### src/rtl/mxn_unshift_seq_if.sv
// Handshake and lane buses of the sequential shift-undo block.
// The slave modport is the block's view; the master modport is the producer/consumer side.
interface mxn_unshift_seq_if #(
  parameter int WIDTH = 4,
  parameter int SETS  = 2
);
  logic                  in_valid;
  logic                  in_ready;
  logic [SETS*WIDTH-1:0] shifted_packed;
  logic [SETS*WIDTH-1:0] overflow_packed;
  logic [SETS*WIDTH-1:0] shift_packed;
  logic                  out_valid;
  logic                  out_ready;
  logic [SETS*WIDTH-1:0] restored_packed;
  logic [SETS-1:0]       error_packed;

  modport master (
    output in_valid, shifted_packed, overflow_packed, shift_packed, out_ready,
    input  in_ready, out_valid, restored_packed, error_packed
  );

  modport slave (
    input  in_valid, shifted_packed, overflow_packed, shift_packed, out_ready,
    output in_ready, out_valid, restored_packed, error_packed
  );
endinterface

### src/rtl/mxn_unshift_seq.sv
// Undoes a per-lane barrel shift one bit per cycle, refilling each lane from its
// overflow word and flagging lanes whose vacated bits disagree with the fill bit.
module mxn_unshift_seq #(
  parameter int WIDTH = 4,
  parameter int SETS  = 2
) (
  input  logic               clk,
  input  logic               rst,
  mxn_unshift_seq_if.slave   bus
);
  localparam int IDXW = (SETS > 1) ? $clog2(SETS) : 1;
  localparam int CNTW = WIDTH - 2;
  localparam int BUSW = SETS * WIDTH;

  localparam logic [1:0] IDLE  = 2'd0;
  localparam logic [1:0] LOAD  = 2'd1;
  localparam logic [1:0] SHIFT = 2'd2;
  localparam logic [1:0] DONE  = 2'd3;

  logic [1:0]       state_q,    state_d;
  logic [IDXW-1:0]  idx_q,      idx_d;
  logic [CNTW-1:0]  cnt_q,      cnt_d;
  logic [WIDTH-1:0] acc_q,      acc_d;
  logic [WIDTH-1:0] ovf_q,      ovf_d;
  logic             dir_q,      dir_d;
  logic             fill_q,     fill_d;
  logic [BUSW-1:0]  shifted_q,  shifted_d;
  logic [BUSW-1:0]  overflow_q, overflow_d;
  logic [BUSW-1:0]  shift_q,    shift_d;
  logic [BUSW-1:0]  restored_q, restored_d;
  logic [SETS-1:0]  error_q,    error_d;

  logic [WIDTH-1:0] laneShf, laneOvf, laneCtl;
  logic [CNTW-1:0]  laneN;
  logic             laneIllegal;
  logic [WIDTH-1:0] accShift, ovfShift;
  logic             dropBit;
  logic             storeEn, errSet, advance;
  logic [WIDTH-1:0] storeVal;

  // Select the current lane's words and build one shift step in the latched direction.
  always_comb begin
    laneShf = '0;
    laneOvf = '0;
    laneCtl = '0;
    for (int i = 0; i < SETS; i++) begin
      if (idx_q == IDXW'(i)) begin
        laneShf = shifted_q[i*WIDTH +: WIDTH];
        laneOvf = overflow_q[i*WIDTH +: WIDTH];
        laneCtl = shift_q[i*WIDTH +: WIDTH];
      end
    end
    laneN       = laneCtl[WIDTH-2:1];
    laneIllegal = (int'(laneN) > WIDTH - 1);

    if (!dir_q) begin
      accShift = {ovf_q[0], acc_q[WIDTH-1:1]};
      ovfShift = ovf_q >> 1;
      dropBit  = acc_q[0];
    end else begin
      accShift = {acc_q[WIDTH-2:0], ovf_q[WIDTH-1]};
      ovfShift = ovf_q << 1;
      dropBit  = acc_q[WIDTH-1];
    end
  end

  always_comb begin
    state_d    = state_q;
    idx_d      = idx_q;
    cnt_d      = cnt_q;
    acc_d      = acc_q;
    ovf_d      = ovf_q;
    dir_d      = dir_q;
    fill_d     = fill_q;
    shifted_d  = shifted_q;
    overflow_d = overflow_q;
    shift_d    = shift_q;
    restored_d = restored_q;
    error_d    = error_q;
    storeEn    = 1'b0;
    storeVal   = laneShf;
    errSet     = 1'b0;
    advance    = 1'b0;

    case (state_q)
      IDLE: begin
        if (bus.in_valid) begin
          shifted_d  = bus.shifted_packed;
          overflow_d = bus.overflow_packed;
          shift_d    = bus.shift_packed;
          idx_d      = '0;
          error_d    = '0;
          state_d    = LOAD;
        end
      end
      LOAD: begin
        acc_d  = laneShf;
        ovf_d  = laneOvf;
        dir_d  = laneCtl[0];
        fill_d = laneCtl[WIDTH-1];
        cnt_d  = laneN;
        // An out-of-range amount passes the lane through untouched and costs no shift cycles.
        if (laneIllegal || laneN == '0) begin
          errSet  = laneIllegal;
          storeEn = 1'b1;
          advance = 1'b1;
        end else begin
          state_d = SHIFT;
        end
      end
      SHIFT: begin
        acc_d  = accShift;
        ovf_d  = ovfShift;
        errSet = (dropBit != fill_q);
        cnt_d  = cnt_q - CNTW'(1);
        if (cnt_q == CNTW'(1)) begin
          storeEn  = 1'b1;
          storeVal = accShift;
          advance  = 1'b1;
        end
      end
      DONE: begin
        if (bus.out_ready) state_d = IDLE;
      end
      default: state_d = IDLE;
    endcase

    for (int i = 0; i < SETS; i++) begin
      if (idx_q == IDXW'(i)) begin
        if (storeEn) restored_d[i*WIDTH +: WIDTH] = storeVal;
        if (errSet)  error_d[i] = 1'b1;
      end
    end

    if (advance) begin
      if (idx_q == IDXW'(SETS - 1)) begin
        state_d = DONE;
      end else begin
        idx_d   = idx_q + IDXW'(1);
        state_d = LOAD;
      end
    end
  end

  always_ff @(posedge clk or posedge rst) begin
    if (rst) begin
      state_q    <= IDLE;
      idx_q      <= '0;
      cnt_q      <= '0;
      acc_q      <= '0;
      ovf_q      <= '0;
      dir_q      <= 1'b0;
      fill_q     <= 1'b0;
      shifted_q  <= '0;
      overflow_q <= '0;
      shift_q    <= '0;
      restored_q <= '0;
      error_q    <= '0;
    end else begin
      state_q    <= state_d;
      idx_q      <= idx_d;
      cnt_q      <= cnt_d;
      acc_q      <= acc_d;
      ovf_q      <= ovf_d;
      dir_q      <= dir_d;
      fill_q     <= fill_d;
      shifted_q  <= shifted_d;
      overflow_q <= overflow_d;
      shift_q    <= shift_d;
      restored_q <= restored_d;
      error_q    <= error_d;
    end
  end

  assign bus.in_ready        = (state_q == IDLE);
  assign bus.out_valid       = (state_q == DONE);
  assign bus.restored_packed = restored_q;
  assign bus.error_packed    = error_q;
endmodule

### src/flat_wrapper.sv
// flat-port wrapper written by rule: the top's interface ports become plain ports
module mxn_unshift_seq_flat 
#(
  parameter int WIDTH = 4,
  parameter int SETS  = 2
)
  (clk, rst, bus_in_valid, bus_shifted_packed, bus_overflow_packed, bus_shift_packed, bus_out_ready, bus_in_ready, bus_out_valid, bus_restored_packed, bus_error_packed);
  mxn_unshift_seq_if #(.WIDTH(WIDTH), .SETS(SETS)) bus_i ();
  input  logic clk;
  input  logic rst;
  input wire logic [$bits(bus_i.in_valid)-1:0] bus_in_valid;
  input wire logic [$bits(bus_i.shifted_packed)-1:0] bus_shifted_packed;
  input wire logic [$bits(bus_i.overflow_packed)-1:0] bus_overflow_packed;
  input wire logic [$bits(bus_i.shift_packed)-1:0] bus_shift_packed;
  input wire logic [$bits(bus_i.out_ready)-1:0] bus_out_ready;
  output wire logic [$bits(bus_i.in_ready)-1:0] bus_in_ready;
  output wire logic [$bits(bus_i.out_valid)-1:0] bus_out_valid;
  output wire logic [$bits(bus_i.restored_packed)-1:0] bus_restored_packed;
  output wire logic [$bits(bus_i.error_packed)-1:0] bus_error_packed;
  assign bus_i.in_valid = bus_in_valid;
  assign bus_i.shifted_packed = bus_shifted_packed;
  assign bus_i.overflow_packed = bus_overflow_packed;
  assign bus_i.shift_packed = bus_shift_packed;
  assign bus_i.out_ready = bus_out_ready;
  assign bus_in_ready = bus_i.in_ready;
  assign bus_out_valid = bus_i.out_valid;
  assign bus_restored_packed = bus_i.restored_packed;
  assign bus_error_packed = bus_i.error_packed;
  mxn_unshift_seq #(.WIDTH(WIDTH), .SETS(SETS)) u_core (.clk(clk), .rst(rst), .bus(bus_i));
endmodule
### config.mk
export PLATFORM = sky130hd
export DESIGN_NAME = mxn_unshift_seq_flat
export DESIGN_NICKNAME = d
export VERILOG_FILES = /design/src/rtl/mxn_unshift_seq_if.sv /design/src/rtl/mxn_unshift_seq.sv /design/src/flat_wrapper.sv
export SDC_FILE = /design/constraint.sdc
export NUM_CORES = 1
export LEC_CHECK = 0
export ABC_AREA = 1
export BUFFER_PORTS_ARGS = -buffer_cell sky130_fd_sc_hd__buf_2
export CAP_MARGIN = 20
export CORE_MARGIN = 3
export CORE_UTILIZATION = 50
export DETAILED_ROUTE_END_ITERATION = 8
export GPL_TIMING_DRIVEN = 0
export PLACE_DENSITY_LB_ADDON = 0.1
export SLEW_MARGIN = 20
export SYNTH_ARGS = -nofsm -noshare
export SYNTH_HDL_FRONTEND = slang
export SYNTH_SLANG_ARGS = --single-unit
export TNS_END_PERCENT = 30
### constraint.sdc
create_clock -name clk -period 1.4 [get_ports clk]
set_input_delay 0.07 -clock clk [delete_from_list [all_inputs] [get_ports clk]]
set_output_delay 0.07 -clock clk [all_outputs]
set_load 0.005 [all_outputs]
==> impl_results.md, run 1 <==
- Result of the run: finished, violations left
- Violations in the final reports: setup timing
- Routability congestion estimate from global placement: 0.8511
- Count of final hold-check violations: 0
- Net switching fraction of the power: 0.4282
- Master of the slowest instance on the critical path: sky130_fd_sc_hd__dfrtp_1
- Worst setup EP type: flop
- Post-detailed-route DRC marker count: 0
- Slew at the pin closest to its max-slew limit: 0.4637 ns
- Crit path largest cell delay: 0.41 ns
- Count of state elements after synthesis: 49
- Ys flop type: sky130_fd_sc_hd__dfrtp_1
- Worst EP arrival: 1.68 ns
- Final antenna diode count: 0
- Cells along the critical path: inv_2 -> ha_4 -> nand2_4 -> buf_6 -> a21oi_4 -> nand2_2 -> o21ai_2 -> nand2_1
- Total CTS buffers: 5
- Setup CP Type: flop to flop
- DR pass1 iterations: 7
- Post-route cell area: 3387 um^2
- Largest fanout on the critical path: 3
- Final Skew: 0.002774 ns
- Top-area cell type share of the netlist area: 0.5204
- Number of antenna violations at the first check in global routing: 0
- Area of the core: 4444 um^2
- Leading cell type by number of instances after synthesis: sky130_fd_sc_hd__nand2_1
- Power Dens Cells: 2385 nW/um^2
- Highest Clock Rate: 674.3 MHz
- Total Wirelength: 6500 um
- Critical path buffer and inverter count: 2
- PnR Total Power: 8.077 mW
- Final HPWL from detailed placement: 3923 um
- Clock group share of total power: 0.130
- Logic gate share of total power: 0.564
- Clock transition time at the flip-flop clock pins of the worst setup and hold paths: 0.09 ns
- LEAKAGE: 1.725 nW
- Share of layout cells above drive strength 1: 0.3119
- Cell family with the largest share of critical-path delay: flip-flops
- Cell area reported after detailed placement: 2655 um^2
- GRT Residual Overflow: 0
- Reported net switching power: 3.459 mW
- Port-buffer cells: 39
- Critical path data required time: 1.60 ns
- Standard-cell rows: 24
- DRT antenna net count: 0
- Initial cell density of the core: 0.5301
- Internal cell power: 4.619 mW
- Type of the tightest min-delay check: input port to flop
- Clock tree from TritonCTS: yes
- Final period utilization: 1.059
- Top post-synthesis cells by area: sky130_fd_sc_hd__dfrtp_1 (52%), sky130_fd_sc_hd__nand2_1 (18%), sky130_fd_sc_hd__o21ai_0 (7.0%), sky130_fd_sc_hd__inv_1 (3.8%), sky130_fd_sc_hd__nor2_1 (3.3%)
- Worst rel slew slack: 0.6904
- Die area: 5572 um^2
- Final Worst Setup Slack: -0.08309 ns
- Part of the total power dissipated in sequential elements: 0.306
- RSZ-0062 raised after global routing: yes
- Warning count from the yosys run: 0
- DR vias/cell: 5.252
- Post-synth top cells: sky130_fd_sc_hd__nand2_1 (113), sky130_fd_sc_hd__dfrtp_1 (49), sky130_fd_sc_hd__o21ai_0 (33)
- Number of setup violations in the final report: 5
- Largest net degree at the start of global routing: 30
- Crit path time final: 1.483 ns
- Count of vias placed by the detailed router: 2311
- Area of the mapped netlist: 2356 um^2
- Share of synthesized area occupied by flip-flops and latches: 0.5204
- Biggest area consumer among synthesized cells: sky130_fd_sc_hd__dfrtp_1
- # nets final: 421
- Wire length of the first global-routing pass: 9784 um
- Maximum VDD drop: 1072 uV
- Sequential cell area in the final layout: 1229 um^2
- Max-slew violations: 0
- Die Y-Extent: 74.65 um
- Startpoint Class: flop
- Global-route usage over all layers: 0.2360
- Max H-tree Level: 2
- Source-to-sink clock delay at the later pin of the worst-skew pair: 0.30 ns
- Number of global-route vias before repair: 2100
- Area taken by multi-input logic gates: 1129 um^2
- Synthesis-to-finish area growth: 43.76%
- Synthesized instance count: 296
- DRC marker count from the first detailed-route iteration: 165
- Number of flops mapped to enable cells by yosys: 0
- Filler Cell Count: 324
- Net Count, Synth: 330
- Master cell of the clock root buffer: sky130_fd_sc_hd__clkbuf_8
- Die boundary width: 74.65 um
- Post-DR wirelength/cell: 14.77 um
- Share of synthesized registers carrying an async set or reset: 1.000
- CTS sink cnt: 49
- Max cap viols: 0
- Unique cell type count in the Yosys netlist: 22
- I/O Pins: 40
- Average footprint of a synthesized cell: 7.959 um^2
- Buffer levels on the longest clock path: 2
-- tightest hold or removal path, delay by kind of cell --
kind                   cells  cell delay [ns]
and+or+nand+nor            2             0.13
buffers and inverters      2             0.20
AOI/OAI and AO/OA          1             0.07
-- sequential cells by signal, summed over array words and instances, names as in the netlist --
signal and cells:
u_core.idx_q 1, u_core.overflow_q 8, u_core.bus.restored_packed 8, u_core.state_q 2, u_core.dir_q 1, u_core.ovf_q 4, u_core.fill_q 1, u_core.shifted_q 8
u_core.bus.error_packed 2, u_core.cnt_q 2, u_core.acc_q 4, u_core.shift_q 8
-- power groups by stage --
stage / clock [mW] / combinational [mW] / sequential, mW
final: 1.05 / 4.55 / 2.47
after global routing: 1.14 / 5.00 / 2.54
after CTS: 1.07 / 3.72 / 2.45
after detailed placement: 0 / 3.25 / 2.48
after global placement: 0 / 3.16 / 2.47
after floorplan: 0 / 2.40 / 2.41
-- final cells by class --
cell class                 instances  share of cell area
buffer                            14             0.03620
clock buffer                       7             0.02549
clock inverter                     1            0.008866
inverter                          25             0.03029
multi-input combinational        208              0.3332
sequential                        49              0.3628
tap                               52             0.01921
timing repair buffer              84              0.1840
-- stage by stage --
stage / setup slack [ns] / utilization / TNS [ns] / hold slack, ns / cells
after floorplan: 0.02333 / - / 0 / 0.1796 / 296
after global placement: -0.4660 / 0.5929 / -29.83 / 0.2616 / 387
after detailed placement: -0.2977 / 0.5974 / -7.832 / 0.1063 / 388
after CTS: -0.01576 / 0.7089 / -0.01576 / 0.2069 / 428
after global routing: -0.1543 / 0.7621 / -1.476 / 0.2067 / 440
final: -0.08309 / 0.7621 / -0.1222 / 0.2186 / 440
-- repair_timing --
item	in CTS	in global routing
resized for setup	28	48
cloned	1	1
pin swaps	2	11
endpoints found under the setup margin	47	43
hold endpoints to repair	44	0
hold buffers	25	0
buffers inserted	6	11
-- cell usage in the layout, fill, tap and decap left out, types with 3 or more instances in the layout --
cell type | Yosys | layout
sky130_fd_sc_hd__o22ai_1 | 7 | 7
sky130_fd_sc_hd__nand4_1 | 8 | 8
sky130_fd_sc_hd__nor2_1 | 21 | 18
sky130_fd_sc_hd__dfrtp_1 | 49 | 47
sky130_fd_sc_hd__ha_4 | 0 | 4
sky130_fd_sc_hd__a31oi_1 | 5 | 5
sky130_fd_sc_hd__o21ai_0 | 33 | 25
sky130_fd_sc_hd__nand3_1 | 5 | 3
sky130_fd_sc_hd__inv_2 | 1 | 4
sky130_fd_sc_hd__buf_6 | 1 | 4
sky130_fd_sc_hd__inv_1 | 24 | 18
sky130_fd_sc_hd__nand2_4 | 0 | 3
sky130_fd_sc_hd__nor2_2 | 0 | 3
sky130_fd_sc_hd__clkbuf_8 | 0 | 6
sky130_fd_sc_hd__buf_4 | 1 | 18
sky130_fd_sc_hd__nand2_2 | 1 | 12
sky130_fd_sc_hd__nand2_1 | 113 | 99
sky130_fd_sc_hd__o21ai_1 | 3 | 7
sky130_fd_sc_hd__dlygate4sd3_1 | 0 | 25
sky130_fd_sc_hd__o21ai_2 | 0 | 3
sky130_fd_sc_hd__buf_2 | 5 | 43
-- cell families (layout without fill, tap and decap cells) --
group                    count (synthesis)  after routing  synth area share
AND/OR/NAND/NOR                        150            150            0.2597
AO/OA/AOI/OAI                           51             51            0.1147
flip-flops                              49             49            0.5204
buffers and inverters                   39            131           0.06957
adder cells (fa/ha/maj)                  6              6           0.03186
XOR/XNOR                                 1              1          0.003718
-- final timing paths --
kind | from | end | slack [ns] | cells past startpoint
max reg2reg | u_core.state_q[1]$_DFFE_PP0P_ | u_core.state_q[0]$_DFFE_PP0P_ | -0.08 | 8
max | u_core.state_q[1]$_DFFE_PP0P_ | u_core.state_q[0]$_DFFE_PP0P_ | -0.08 | 8
min in group asynchronous | rst | u_core.shift_q[7]$_DFFE_PP0P_ | 0.32 | 3
min | bus_in_valid | u_core.shifted_q[6]$_DFFE_PP0P_ | 0.22 | 5
min reg2reg | u_core.bus.restored_packed[1]$_DFFE_PP0P_ | u_core.bus.restored_packed[1]$_DFFE_PP0P_ | 0.48 | 2
max in group asynchronous | rst | u_core.state_q[0]$_DFFE_PP0P_ | 0.57 | 4
-- per-layer routing --
layer | up-vias | global-route usage | wire length (um)
met3 | 10 | 0.04539 | 300
met1 | 1100 | 0.3180 | 2773
met4 | 0 | 0.06917 | 98
met2 | 76 | 0.3902 | 3328
li1 | 1125 | - | -
met5 | - | 0 | 0
Power figures use the tool's default switching activity.
==> run 2, diff against run 1 <==
--- a/config.mk
+++ b/config.mk
@@ -8,8 +8,9 @@
 export ABC_AREA = 1
 export BUFFER_PORTS_ARGS = -buffer_cell sky130_fd_sc_hd__buf_2
-export CAP_MARGIN = 20
+export CAP_MARGIN = 25
 export CORE_MARGIN = 3
 export CORE_UTILIZATION = 50
 export DETAILED_ROUTE_END_ITERATION = 8
+export GPL_ROUTABILITY_DRIVEN = 0
 export GPL_TIMING_DRIVEN = 0
 export PLACE_DENSITY_LB_ADDON = 0.1
==> constraint.sdc (replaced) <==
create_clock -name clk -period 1.4 [get_ports clk]
set_input_delay 0.07 -clock clk [delete_from_list [all_inputs] [get_ports clk]]
set_output_delay 0.07 -clock clk [all_outputs]
set_load 0.05 [all_outputs]
==> run 2 against run 1 <==
Net effect: the run still ends with setup timing left; total power up 0.13%; die area stayed put; sequential cell count did not move; design area decreased by 2.2%; worst setup slack improved by 0.037 ns; final cell count down 1.1%; clock skew is 0.0058 ns higher; register-to-register slack improved by 0.04 ns; via count down 3.4%; wire length is 7.0% lower.
==> impl_results.md, run 2 (synthesized netlist as in run 1, its figures left out) <==
- Clock transition time at the flip-flop clock pins of the worst setup and hold paths: 0.09 ns
- Die Y-Extent: 74.65 um
- GRT Residual Overflow: 0
- Result of the run: finished, violations left
- Placement-stage worst setup slack: -0.2329 ns
- Die area: 5572 um^2
- Die boundary width: 74.65 um
- Largest net degree at the start of global routing: 30
- Post-detailed-route DRC marker count: 0
- Final antenna diode count: 0
- DRT antenna net count: 0
- # nets final: 417
- Met2 wire length: 2943 um
- Source-to-sink clock delay at the later pin of the worst-skew pair: 0.30 ns
- Max H-tree Level: 2
- Share of layout cells above drive strength 1: 0.2742
- Master cell of the clock root buffer: sky130_fd_sc_hd__clkbuf_8
- Filler Cell Count: 337
- Critical path data required time: 1.60 ns
- Sequential cell area in the final layout: 1229 um^2
- Worst setup EP type: flop
- Setup CP Type: flop to flop
- Area of the core: 4444 um^2
- DR vias/cell: 5.131
- Startpoint Class: flop
- CTS sink cnt: 49
- Commonest non-fill, non-tap cell in the layout: sky130_fd_sc_hd__nand2_1
- Global-route usage over all layers: 0.2263
- Highest Clock Rate: 691.4 MHz
- Final HPWL from detailed placement: 3935 um
- Count of final hold-check violations: 0
- Slew at the pin closest to its max-slew limit: 0.4413 ns
- Detailed-routed wire length on met3: 325 um
- LEAKAGE: 1.693 nW
- Type of the tightest min-delay check: input port to flop
- Post-DR wirelength/cell: 13.89 um
- Clock tree from TritonCTS: yes
- Total CTS buffers: 5
- DR pass1 iterations: 4
- Final Worst Setup Slack: -0.04640 ns
- Final period utilization: 1.033
- Number of setup violations in the final report: 2
- Topmost layer with routed signal wires: met4
- Initial cell density of the core: 0.5301
- RSZ-0062 raised after global routing: yes
- Cell Count Post-Placement: 388
- Non-filler cells, final: 435
- Top library cells by usage in the layout, fill and taps aside: sky130_fd_sc_hd__nand2_1 (109), sky130_fd_sc_hd__dfrtp_1 (47), sky130_fd_sc_hd__buf_2 (43), sky130_fd_sc_hd__o21ai_0 (28), sky130_fd_sc_hd__dlygate4sd3_1 (25)
- Wl on met1: 2690 um
- Largest fanout on the critical path: 4
- Standard-cell rows: 24
- Buffer levels on the longest clock path: 2
- Worst EP arrival: 1.64 ns
- Worst rel slew slack: 0.7054
- Count of vias placed by the detailed router: 2232
- Final Skew: 0.008580 ns
- Number of antenna violations at the first check in global routing: 0
- Wire length of the first global-routing pass: 9411 um
- R2r setup slk: -0.05 ns
- Power Dens Cells: 2441 nW/um^2
- Port-buffer cells: 39
- Synthesis-to-finish area growth: 40.63%
- Crit path time final: 1.446 ns
- Max cap viols: 0
- Maximum VDD drop: 1384 uV
- Violations in the final reports: setup timing
- Max-slew violations: 0
- Number of global-route vias before repair: 2047
- I/O Pins: 40
- Total Wirelength: 6043 um
- Area taken by multi-input logic gates: 1082 um^2
- DRC marker count from the first detailed-route iteration: 234
[run 2: critical path, cell delays in order (launching register included)]
cell and delay (ns):
sky130_fd_sc_hd__dfrtp_2 0.45, sky130_fd_sc_hd__inv_4 0.09, sky130_fd_sc_hd__ha_4 0.17, sky130_fd_sc_hd__nand2_8 0.06
sky130_fd_sc_hd__buf_8 0.13, sky130_fd_sc_hd__a21oi_4 0.16, sky130_fd_sc_hd__nand2_2 0.09, sky130_fd_sc_hd__o21ai_2 0.14
sky130_fd_sc_hd__nand2_1 0.06
[run 2: layer usage]
layer | vias to the layer above | global-route usage
li1 | 1118 | -
met3 | 10 | 0.04673
met4 | 0 | 0.07708
met1 | 1031 | 0.3006
met5 | - | 0
met2 | 73 | 0.3717
[run 2: per-stage QoR]
stage                     setup TNS [ns]  utilization  area (um^2)  hold WS (ns)  power (mW)
after global placement            -28.09       0.5954         2646        0.2619       6.193
after CTS                        -0.3733       0.7066         3141        0.2079       7.648
after floorplan                 -0.02980            -         2386        0.1796       5.374
after detailed placement          -6.285       0.5999         2666        0.1024       6.284
after global routing             -0.8318       0.7455         3313        0.2763       8.727
final                           -0.07174       0.7455         3313        0.2579       8.088
[run 2: power by group]
group          switching, mW  internal (mW)  leakage (nW)
combinational           2.92           1.73          1.03
sequential             0.358           2.11         0.606
clock                  0.460          0.520        0.0540
total                   3.73           4.35          1.69
[run 2: final cells by class]
cell class,count,share of cell area
Buffer,14,0.03663
Tap cell,52,0.01964
Clock inverter,2,0.01057
Inverter,25,0.03210
Multi-Input combinational cell,208,0.3267
Clock buffer,5,0.02077
Sequential cell,49,0.3708
Timing Repair Buffer,80,0.1828
[run 2: worst paths after layout]
kind,startpoint,end,depth (start not counted)
setup / recovery,u_core.state_q[0]$_DFFE_PP0P_,u_core.state_q[0]$_DFFE_PP0P_,8
hold / removal,bus_in_valid,u_core.shifted_q[5]$_DFFE_PP0P_,5
setup reg to reg,u_core.state_q[0]$_DFFE_PP0P_,u_core.state_q[0]$_DFFE_PP0P_,8
hold reg to reg,u_core.bus.restored_packed[4]$_DFFE_PP0P_,u_core.bus.restored_packed[4]$_DFFE_PP0P_,2
max in group asynchronous,rst,u_core.state_q[0]$_DFFE_PP0P_,4
min in group asynchronous,rst,u_core.overflow_q[5]$_DFFE_PP0P_,3
[run 2: what timing repair did]
item                       CTS  global route
pin swaps                    2             5
hold endpoints to repair    44             0
setup buffers                5             8
resized for setup           23            30
gates cloned                 1             1
hold buffers                25             0
setup endpoints to repair   47            46
==> run 3, diff against run 2 <==
CELL_PAD_IN_SITES_DETAIL_PLACEMENT = 1   (was not set)
CELL_PAD_IN_SITES_GLOBAL_PLACEMENT = 2   (was not set)
CORE_UTILIZATION = 29   (was 50)
==> run 3 against run 2 <==
Net effect: the run still ends with setup timing left; design area increased by 4.4%; sequential power increased by 2%; largest cell class unchanged; critical endpoint unchanged; final cell count increased by 11%.
==> impl_results.md, run 3 (synthesized netlist as in run 1, its figures left out) <==
- Result of the run: finished, violations left
- Violations in the final reports: setup timing
- Post-detailed-route DRC marker count: 0
- PnR Total Power: 8.698 mW
- Worst EP arrival: 1.68 ns
- Standard-cell rows: 32
- Slew at the pin closest to its max-slew limit: 0.6351 ns
- Die Y-Extent: 96.14 um
- Wire length of the first global-routing pass: 11930 um
- Maximum VDD drop: 638.1 uV
- Logic gate share of total power: 0.588
- Largest fanout on the critical path: 4
- I/O Pins: 40
- GRT Residual Overflow: 0
- Type of the tightest min-delay check: input port to flop
- Crit path largest cell delay: 0.47 ns
- Port-buffer cells: 39
- DR pass1 iterations: 4
- Master cell of the clock root buffer: sky130_fd_sc_hd__clkbuf_8
- Post-DR wirelength/cell: 14.47 um
- LEAKAGE: 1.703 nW
- Max cap viols: 0
- Die area: 9242 um^2
- CTS sink cnt: 49
- Setup CP Type: flop to flop
- Post-route cell area: 3460 um^2
- # nets final: 416
- Count of final hold-check violations: 0
- Buffer levels on the longest clock path: 2
- Number of global-route vias before repair: 2374
- Share of layout cells above drive strength 1: 0.3133
- Source-to-sink clock delay at the later pin of the worst-skew pair: 0.31 ns
- Count of vias placed by the detailed router: 2234
- Clock tree from TritonCTS: yes
- Non-filler cells, final: 485
- Cell family with the largest share of critical-path delay: flip-flops
- Worst setup EP type: flop
- Crit path time final: 1.480 ns
- RSZ-0062 raised after global routing: yes
- Worst rel slew slack: 0.5766
- Part of the total power dissipated in sequential elements: 0.288
- Final HPWL from detailed placement: 4762 um
- Number of antenna violations at the first check in global routing: 0
- Final Worst Setup Slack: -0.08043 ns
- Final Skew: 0.007041 ns
- Reported net switching power: 4.087 mW
- DR vias/cell: 4.606
- Die boundary width: 96.14 um
- Final antenna diode count: 0
- Final period utilization: 1.057
- Clock group share of total power: 0.124
- Total CTS buffers: 5
- Cell area reported after detailed placement: 2711 um^2
- DRC marker count from the first detailed-route iteration: 54
- Highest Clock Rate: 675.5 MHz
- Critical path data required time: 1.60 ns
- Area of the core: 7807 um^2
- Cells along the critical path: inv_4 -> ha_4 -> nand2_4 -> buf_8 -> a21oi_4 -> nand2_2 -> o21ai_2 -> nand2_1
- Utilization after layout: 0.4431
- Critical path buffer and inverter count: 2
- Top library cells by usage in the layout, fill and taps aside: sky130_fd_sc_hd__nand2_1 (91), sky130_fd_sc_hd__dfrtp_1 (47), sky130_fd_sc_hd__buf_2 (42), sky130_fd_sc_hd__o21ai_0 (26), sky130_fd_sc_hd__dlygate4sd3_1 (25)
- Total Wirelength: 7020 um
- Global-route usage over all layers: 0.1699
- Power Dens Cells: 2514 nW/um^2
- Number of setup violations in the final report: 2
- Commonest non-fill, non-tap cell in the layout: sky130_fd_sc_hd__nand2_1
- Initial cell density of the core: 0.3018
- Max H-tree Level: 2
- Master of the slowest instance on the critical path: sky130_fd_sc_hd__dfrtp_2
- Largest net degree at the start of global routing: 50
- Startpoint Class: flop
- Cell Count Post-Placement: 437
- DRT antenna net count: 0
- Clock transition time at the flip-flop clock pins of the worst setup and hold paths: 0.09 ns
- Max-slew violations: 0
- Internal cell power: 4.611 mW
- Net switching fraction of the power: 0.4699
- Synthesis-to-finish area growth: 46.84%
-- run 3: cell types whose count changed in the layout (fill, tap and decap cells not counted), moves of 3 or more --
cell                      previous run  this run
sky130_fd_sc_hd__buf_6               2         5
sky130_fd_sc_hd__nand2_4             2         7
sky130_fd_sc_hd__o21ai_4             0         3
sky130_fd_sc_hd__nand2_1           109        91
sky130_fd_sc_hd__nand2_2             2        15
-- run 3: tightest hold or removal path: stages --
cell	delay [ns]
sky130_fd_sc_hd__buf_2	0.11
sky130_fd_sc_hd__nand2_4	0.07
sky130_fd_sc_hd__inv_1	0.10
sky130_fd_sc_hd__nand2_1	0.07
sky130_fd_sc_hd__o21ai_0	0.07
-- run 3: cell type report --
type                            instances  area (um^2)
Sequential cell                        49         1229
Timing Repair Buffer                   79        569.3
Multi-Input combinational cell        208         1179
Inverter                               25        106.4
Clock buffer                            7        86.33
Fill cell                             938         4348
Clock inverter                          1        30.03
Tap cell                              102        127.6
Buffer                                 14        132.6
-- run 3: final timing paths --
| path | startpoint | endpoint | slack, ns | depth (start not counted) |
|---|---|---|---|---|
| setup / recovery | u_core.state_q[0]$_DFFE_PP0P_ | u_core.state_q[0]$_DFFE_PP0P_ | -0.08 | 8 |
| hold / removal | bus_in_valid | u_core.shifted_q[5]$_DFFE_PP0P_ | 0.22 | 5 |
| setup reg to reg | u_core.state_q[0]$_DFFE_PP0P_ | u_core.state_q[0]$_DFFE_PP0P_ | -0.08 | 8 |
| hold reg to reg | u_core.bus.restored_packed[5]$_DFFE_PP0P_ | u_core.bus.restored_packed[5]$_DFFE_PP0P_ | 0.47 | 2 |
| max in group asynchronous | rst | u_core.state_q[0]$_DFFE_PP0P_ | 0.53 | 3 |
| min in group asynchronous | rst | u_core.overflow_q[5]$_DFFE_PP0P_ | 0.38 | 3 |
-- run 3: layer usage --
metal,global-route usage,vias up,routed length (um)
li1,-,1118,-
met1,0.2351,1081,3511
met2,0.2749,30,3238
met3,0.02658,5,212
met4,0.04502,0,57
met5,0,-,0
-- run 3: repair_timing --
item / in CTS / in global routing
pin swaps: 6 / 17
endpoints found under the setup margin: 47 / 45
gates cloned: 1 / 0
hold endpoints to repair: 73 / 0
setup buffers: 8 / 6
resized for setup: 38 / 48
hold buffers: 25 / 0
-- run 3: power by group through the flow --
stage	Combinational, mW	Clock (mW)	Sequential [mW]
detailed placement	3.97	0	2.50
global route	5.70	1.17	2.59
CTS	4.58	1.12	2.48
global placement	3.92	0	2.49
floorplan	2.55	0	2.83
finish	5.11	1.08	2.51
-- run 3: metrics by stage --
stage               worst slack (ns)  TNS [ns]  hold WS (ns)
finish                      -0.08043  -0.09415        0.2244
global route                 -0.1448    -1.531        0.2576
CTS                         -0.08472   -0.1446        0.2163
detailed placement           -0.3541    -7.465        0.2166
global placement             -0.6593    -39.65        0.2671
floorplan                   -0.02980  -0.02980        0.1796
